### config.mk
export PLATFORM = sky130hd
export DESIGN_NAME = corr_bank_dispatch
export DESIGN_NICKNAME = d
export VERILOG_FILES = /design/src/rtl/corr_bank_dispatch.sv
export SDC_FILE = /design/constraint.sdc
export NUM_CORES = 1
export LEC_CHECK = 0
export CORE_MARGIN = 2
export CORE_UTILIZATION = 25
export DETAILED_ROUTE_END_ITERATION = 8
export DONT_BUFFER_PORTS = 1
export PLACE_DENSITY = 0.44
export SYNTH_ARGS = -nofsm -noshare
export SYNTH_HDL_FRONTEND = slang
export SYNTH_SLANG_ARGS = --single-unit
export TNS_END_PERCENT = 10
### constraint.sdc
create_clock -name clk -period 6.3 [get_ports clk]
set_input_delay 1.575 -clock clk [delete_from_list [all_inputs] [get_ports clk]]
set_output_delay 1.575 -clock clk [all_outputs]
set_load 0.02 [all_outputs]
### src/rtl/corr_bank_dispatch.sv
// corr_bank_dispatch
// Bank of N_CH square-wave code correlators. Every WINDOW cycles, each channel
// reports whether the synchronised input agreed with its code for at least
// THRESHOLD cycles. Results, a status byte and optional hit counters are read
// back over the addr_latch/data_in/data_out byte bus.
// Optional feature macro: CORR_HITCNT_EN builds one 8-bit saturating hit counter
// per channel, readable at 0x40+k.
module corr_bank_dispatch #(
   parameter int          N_CH      = 16,
   parameter int          WINDOW    = 2048,
   parameter logic [15:0] THRESHOLD = 16'h0450,
   parameter int          HP_BASE   = 4
) (
   input  logic       clk,
   input  logic       rst_in_n,
   input  logic       sig,
   input  logic       addr_latch,
   input  logic [7:0] data_in,
   output logic [7:0] data_out,
   output logic       rdy
);

   localparam int AW = $clog2(WINDOW + 1);
   localparam int WW = $clog2(WINDOW);
   localparam int CW = $clog2(HP_BASE + N_CH / 4);
   localparam int NB = N_CH / 8;

   localparam logic [7:0] CMD_CLR   = 8'hFE;
   localparam logic [7:0] ADDR_STAT = 8'h3F;

   logic            r_sync1;
   logic            r_sync2;
   logic [WW-1:0]   r_wctr;
   logic            w_win_end;
   logic            w_clr;

   logic [CW-1:0]   r_cnt   [N_CH];
   logic [N_CH-1:0] r_code;
   logic [AW-1:0]   r_agree [N_CH];
   logic [N_CH-1:0] w_agree;
   logic [N_CH-1:0] w_res_nxt;

   logic [N_CH-1:0] r_res;
   logic            r_rdy;
   logic            r_ovr;
   logic [7:0]      r_win_cnt;
   logic [7:0]      r_addr;
   logic [7:0]      w_rd;
   logic            w_unused_wincnt;

   assign w_win_end       = (r_wctr == WW'(WINDOW - 1));
   assign w_clr           = addr_latch && (data_in == CMD_CLR);
   assign w_unused_wincnt = ^r_win_cnt[7:4];

   // two-flop synchroniser for the asynchronous input
   always_ff @(posedge clk or negedge rst_in_n) begin
      if (!rst_in_n) begin
         r_sync1 <= 1'b0;
         r_sync2 <= 1'b0;
      end else begin
         r_sync1 <= sig;
         r_sync2 <= r_sync1;
      end
   end

   // per-channel agreement this cycle and the result if the window closed now
   always_comb begin
      w_agree   = '0;
      w_res_nxt = '0;
      for (int k = 0; k < N_CH; k++) begin
         w_agree[k]   = (r_sync2 == r_code[k]);
         w_res_nxt[k] = (32'(r_agree[k]) + 32'(w_agree[k])) >= 32'(THRESHOLD);
      end
   end

   // code generators and agree accumulators; both restart at every window end
   always_ff @(posedge clk or negedge rst_in_n) begin
      if (!rst_in_n) begin
         for (int k = 0; k < N_CH; k++) begin
            r_cnt[k]   <= CW'(k % 4);
            r_code[k]  <= 1'b0;
            r_agree[k] <= '0;
         end
      end else if (w_win_end) begin
         for (int k = 0; k < N_CH; k++) begin
            r_cnt[k]   <= CW'(k % 4);
            r_code[k]  <= 1'b0;
            r_agree[k] <= '0;
         end
      end else begin
         for (int k = 0; k < N_CH; k++) begin
            if (r_cnt[k] == CW'(HP_BASE + k / 4 - 1)) begin
               r_cnt[k]  <= '0;
               r_code[k] <= ~r_code[k];
            end else begin
               r_cnt[k] <= r_cnt[k] + 1'b1;
            end
            if (w_agree[k])
               r_agree[k] <= r_agree[k] + 1'b1;
         end
      end
   end

   // window counter, result latch, handshake and host address register
   always_ff @(posedge clk or negedge rst_in_n) begin
      if (!rst_in_n) begin
         r_wctr    <= '0;
         r_res     <= '0;
         r_rdy     <= 1'b0;
         r_ovr     <= 1'b0;
         r_win_cnt <= 8'h00;
         r_addr    <= 8'h00;
      end else begin
         r_wctr <= w_win_end ? '0 : r_wctr + 1'b1;
         if (w_win_end) begin
            r_res     <= w_res_nxt;
            r_win_cnt <= r_win_cnt + 1'b1;
         end
         // a window end outranks the host read that would clear rdy
         if (w_win_end)
            r_rdy <= 1'b1;
         else if (addr_latch)
            r_rdy <= 1'b0;
         // overrun set outranks the clear command
         if (w_win_end && r_rdy)
            r_ovr <= 1'b1;
         else if (w_clr)
            r_ovr <= 1'b0;
         if (addr_latch)
            r_addr <= data_in;
      end
   end

`ifdef CORR_HITCNT_EN
   logic [7:0] r_hit [N_CH];

   // saturating per-channel hit counters; a clear still takes this window's hit
   always_ff @(posedge clk or negedge rst_in_n) begin
      if (!rst_in_n) begin
         for (int k = 0; k < N_CH; k++)
            r_hit[k] <= 8'h00;
      end else begin
         for (int k = 0; k < N_CH; k++) begin
            if (w_clr)
               r_hit[k] <= (w_win_end && w_res_nxt[k]) ? 8'h01 : 8'h00;
            else if (w_win_end && w_res_nxt[k] && (r_hit[k] != 8'hFF))
               r_hit[k] <= r_hit[k] + 1'b1;
         end
      end
   end
`endif

   // readback decode of registered state
   always_comb begin
      w_rd = 8'h00;
      for (int a = 0; a < NB; a++)
         if (r_addr == 8'(a))
            w_rd = r_res[8*a +: 8];
      if (r_addr == ADDR_STAT)
         w_rd = {r_ovr, 3'b000, r_win_cnt[3:0]};
`ifdef CORR_HITCNT_EN
      for (int k = 0; k < N_CH; k++)
         if (r_addr == 8'(64 + k))
            w_rd = r_hit[k];
`endif
   end

   assign data_out = w_rd;
   assign rdy      = r_rdy;

endmodule
== Word-level counts from Yosys, hierarchy flattened ==
Cells that the tools add are included.
Word-level totals
  bits of input ports: 12
  output and inout bits: 9
  flip-flop bits (word level): 303
  word-level logic and storage cells: 270
Cells by class
  bitwise operators: 16
  mux-type cells: 59
  add/sub/neg operators: 50
  order comparisons: 16
  reduce and logical (&&, ||, !) cells: 37
  equality and inequality tests: 36
Operator list (number)
  12-bit by 1-bit adder with 13-bit output: 16
  13-bit by 11-bit greater-or-equal comparator with 1-bit output (second input constant): 16
  12-bit by 1-bit adder with 12-bit output (second input constant): 16
  12-bit 2-to-1 mux: 16
  192-bit 2-to-1 mux: 1
  2-bit nonzero test: 34
  3-bit by 1-bit adder with 3-bit output (second input constant): 16
  3-bit 2-to-1 mux: 16
  48-bit 2-to-1 mux: 1
  3-bit == test (second input constant): 12
  8-bit 2-to-1 mux: 3
  1-bit 2-to-1 mux: 20
  1-bit == test: 16
  16-bit 2-to-1 mux: 1
  1-bit NOT: 16
  3-bit by 2-bit == test with 1-bit output (second input constant): 4
  11-bit by 1-bit adder with 11-bit output (second input constant): 1
  11-bit == test (second input constant): 1
  11-bit 2-to-1 mux: 1
  8-bit by 1-bit adder with 8-bit output (second input constant): 1
  8-bit by 1-bit == test with 1-bit output (second input constant): 1
  8-bit by 6-bit == test with 1-bit output (second input constant): 1
  8-bit == test (second input constant): 1
  8-bit logical NOT: 1
  1-bit logical AND: 2

== Logic depth before layout (Yosys ltp) ==
  depth in word-level cells: 4
  gate-level depth with buffers: 12
  gate-level depth less buffers: 10

== Worst setup path before layout ==
No wires, ideal clock.
  path type: register to output
  start point: reg r_addr[0]
  end point: out data_out[0]
  setup slack: 3165 ps
  stages on the path, launching flop included: 6
  arrival time: 1560 ps
  data required time: 4725 ps
  cells stage by stage: dfrtp_1 clkbuf_1 nand2_1 nor4_1 nand2_1 o21ai_0
Between the ends
  longest elaborated chain between the ends: 4
Ends and longest elaborated chain
  from (decl): RTL line 47  | logic [7:0] r_addr;
  from (signal assigned): RTL line 130  | r_addr <= data_in;
  8-bit logical NOT: RTL line 157  | if (r_addr == 8'(a))
  8-bit 2-to-1 mux (2 in series): RTL line 157
  8-bit 2-to-1 mux *: RTL line 159  | if (r_addr == ADDR_STAT)
  to (decl): RTL line 19  | output logic [7:0] data_out,
Every way passes the cells marked *; elsewhere a longest branch is shown, timed or not.

== Worst setup path in the final report ==
  start point: reg r_addr[2]
  end point: out data_out[7]
Same word-level chain as after synthesis.

==> impl_metrics.py <==
metrics = {
    "yosys": {
        "syn_nets": 1778,
        "synthCells": 1704,
        "ys_seq_area_frac": 0.463,
        "yosysTopAreaCell": "dfrtp_1",
        "synth_top_cell_area_share": 0.437,
        "synth-seq-cells": 299,
        "synth-edff-count": 0,
        "synth_flop_cell": "dfrtp_1",
        "ys_warn_count": 0,
        "synth_area_leaders": "dfrtp_1 44%, xor2_1 7.1%, nor2_1 6.7%",
        "synth_area_per_cell_um2": 9.50,
        "netlist_area_um2": 16200,
        "ys_async_sr_fraction": 1.00,
        "synth_cell_types": 67,
    },
    "placement": {
        "io_buffers": 0,
        "dpl.hpwl_um": 20700,
        "place_congestion": 0.766,
    },
    "worst_setup_path": {
        "ff2ff_setup_slack_ns": 3.25,
        "reg2reg_to": "r_res[14]$_DFFE_PN0P_",
        "required_ns": 4.72,
        "startpoint": "r_addr[2]$_DFFE_PN0P_",
        "worstReg2RegStart": "r_sync2$_DFF_PN0_",
        "critPathSlowestCell": "o21ai_0",
        "reg2reg_depth": 9,
        "path_cells": "nor4_1 > nand2_1 > o21ai_0",
        "endpoint_kind": "output port",
        "worst_path_largest_cell_delay_ns": 0.70,
        "worstPathArrival_ns": 2.32,
        "setup.worst_path.class": "register to output port",
        "critPathMaxFanout": 8,
        "crit_path_end": "data_out[7]",
        "cp-start-kind": "register",
    },
    "grt": {
        "grt_pass1_wl_um": 57900,
        "gr-usage-all-layers": 0.103,
        "grt_max_degree": 300,
        "grt_pass1_vias": 11600,
        "antenna_found_initial": 1,
        "grt-ovfl-total": 0,
    },
    "sta": {
        "finalSetupViolCount": 0,
        "max_freq_mhz": 257,
        "rsz0062_at_grt": "no",
        "final_max_slew_viol_count": 0,
        "finalHoldViolCount": 0,
        "period_needed_ns": 3.89,
        "skew_ns": 0.0149,
        "final.setup.tns_ns": 0,
        "holdWs_ns": 0.348,
        "fin_crit_sh": 0.618,
        "tightest_slew_ns": 0.880,
        "maxSlewHeadroom": 0.413,
    },
    "cells_and_area": {
        "final_nets": 1759,
        "final_cell_mix": "287 x nor2_1, 282 x dfrtp_1, 148 x nand2_1",
        "antenna_cells": 0,
        "final_common_cell": "nor2_1",
        "areaGrowthSynthToFinish_pct": 13.3,
        "layout-drive-gt1-share": 0.0747,
    },
    "clock_tree": {
        "hold_buffers": 0,
        "htree_levels": 2,
        "clk_pin_slew_ns": 0.06,
        "post-cts-setup-buffers": 0,
        "cts_buffer_depth": 3,
        "numCtsBuffers": 38,
        "clock_latency_ns": 0.54,
        "cts_root_buf": "clkbuf_16",
        "clock_sinks": 299,
        "cts_resized": 0,
        "cts_tree": "built",
    },
    "die": {
        "io_pins": 21,
        "die_h_um": 258,
        "core_um2": 64200,
        "rows": 93,
        "die_w_um": 258,
        "initial_core_util": 0.252,
        "die_area_um2": 66800,
    },
    "drt": {
        "finalWirelength_um": 33600,
        "vias": 11700,
        "dr.pass1.iters": 5,
        "drt-vias-per-instance": 4.54,
        "drc": 0,
        "wl_per_cell_um": 13.1,
        "postRouteAntennaNets": 0,
        "drt_iter0_markers": 726,
    },
    "power": {
        "p_leak_nw": 7.80,
        "power.density_nw_per_um2": 331,
        "ir_drop_uv": 150,
    },
    "outcome": {
        "run_status": "complete, no violations",
    },
    "min_path": {
        "holdCritPathClass": "register to register",
    },
    "job": {
        "drv_cap": 0,
    },
}
==> state kept, by name, indices dropped and copies added, names as in the netlist <==
register and count:
r_wctr 11, r_sync2 1, r_res 16, r_addr 8
rdy 1, r_ovr 1, r_code 16, r_cnt 48
r_win_cnt 4, r_sync1 1, r_agree 192
==> logic make-up after synthesis <==
logic type,synth area share
compound gates,0.0719
xor+xnor,0.126
fa+ha+maj,0.0479
buf+inv,0.0218
flops,0.463
mux,0.0367
simple gates,0.232
==> cell type report <==
type,count,area [µm²]
clock buffer,59,1180
clock inverter,10,108
fill,6749,45900
inverter,24,90.1
multi-input combinational,1315,8340
sequential,299,7500
tap,855,1070
timing repair buffer,7,52.6
==> worst min-delay path by stage <==
stage | from | endpoint | slack [ns] | cells past startpoint
3_3_place_gp | r_sync1$_DFF_PN0_ | r_sync2$_DFF_PN0_ | 0.34 | 0
3_5_place_dp | r_sync1$_DFF_PN0_ | r_sync2$_DFF_PN0_ | 0.34 | 0
4_1_cts | r_sync1$_DFF_PN0_ | r_sync2$_DFF_PN0_ | 0.35 | 0
5_1_grt | r_sync1$_DFF_PN0_ | r_sync2$_DFF_PN0_ | 0.35 | 0
6_report | r_sync1$_DFF_PN0_ | r_sync2$_DFF_PN0_ | 0.35 | 0
2_1_floorplan | r_sync1$_DFF_PN0_ | r_sync2$_DFF_PN0_ | 0.33 | 0
==> metrics by stage <==
step                setup WS (ns)  cells  area, µm²  power (mW)  utilization
finish                       2.41   2569      18300        6.07        0.286
global route                 2.30   2569      18300        6.50        0.286
CTS                          2.34   2569      18300        6.17        0.286
detailed placement           2.95   2500      17100        3.87        0.266
global placement             2.91   2500      17100        3.84        0.266
floorplan                    3.17   1704      16200        3.61            -
==> synthesized netlist by cell type (all sizes together), types with 4 or more instances <==
cell	count
or3	24
nand3b	13
nand3	94
nor4	7
dfstp	16
clkbuf	60
nor2	288
nand2	148
a21oi	54
inv	24
o21ai	51
o211ai	11
a31oi	13
o31ai	6
nand2b	14
o311ai	4
and2	5
or2	11
nand4	63
nor2b	15
a21o	5
buf	6
mux2	19
nor3b	9
mux2i	38
nor3	39
and3	31
xnor2	95
xor2	131
ha	62
dfrtp	283
and4	17
==> where the power goes <==
part / switching (mW) / internal, mW / leakage [nW] / total, mW
logic: 0.494 / 0.485 / 3.33 / 0.979
registers: 0.589 / 2.27 / 3.82 / 2.86
clock network: 0.862 / 1.37 / 0.643 / 2.23
==> layer usage <==
layer,GRT usage,part of all wire
met2,0.168,0.45
met4,0.0403,0.029
met5,0,0.00033
met3,0.0156,0.026
met1,0.136,0.49
==> worst max-delay path: cells and delay by family, from the launching register on <==
family / cells / cell delay [ns]
compound gates: 1 / 0.70
simple gates: 2 / 0.68
flops: 1 / 0.39
Note: power is estimated with default switching activity, not from simulation.
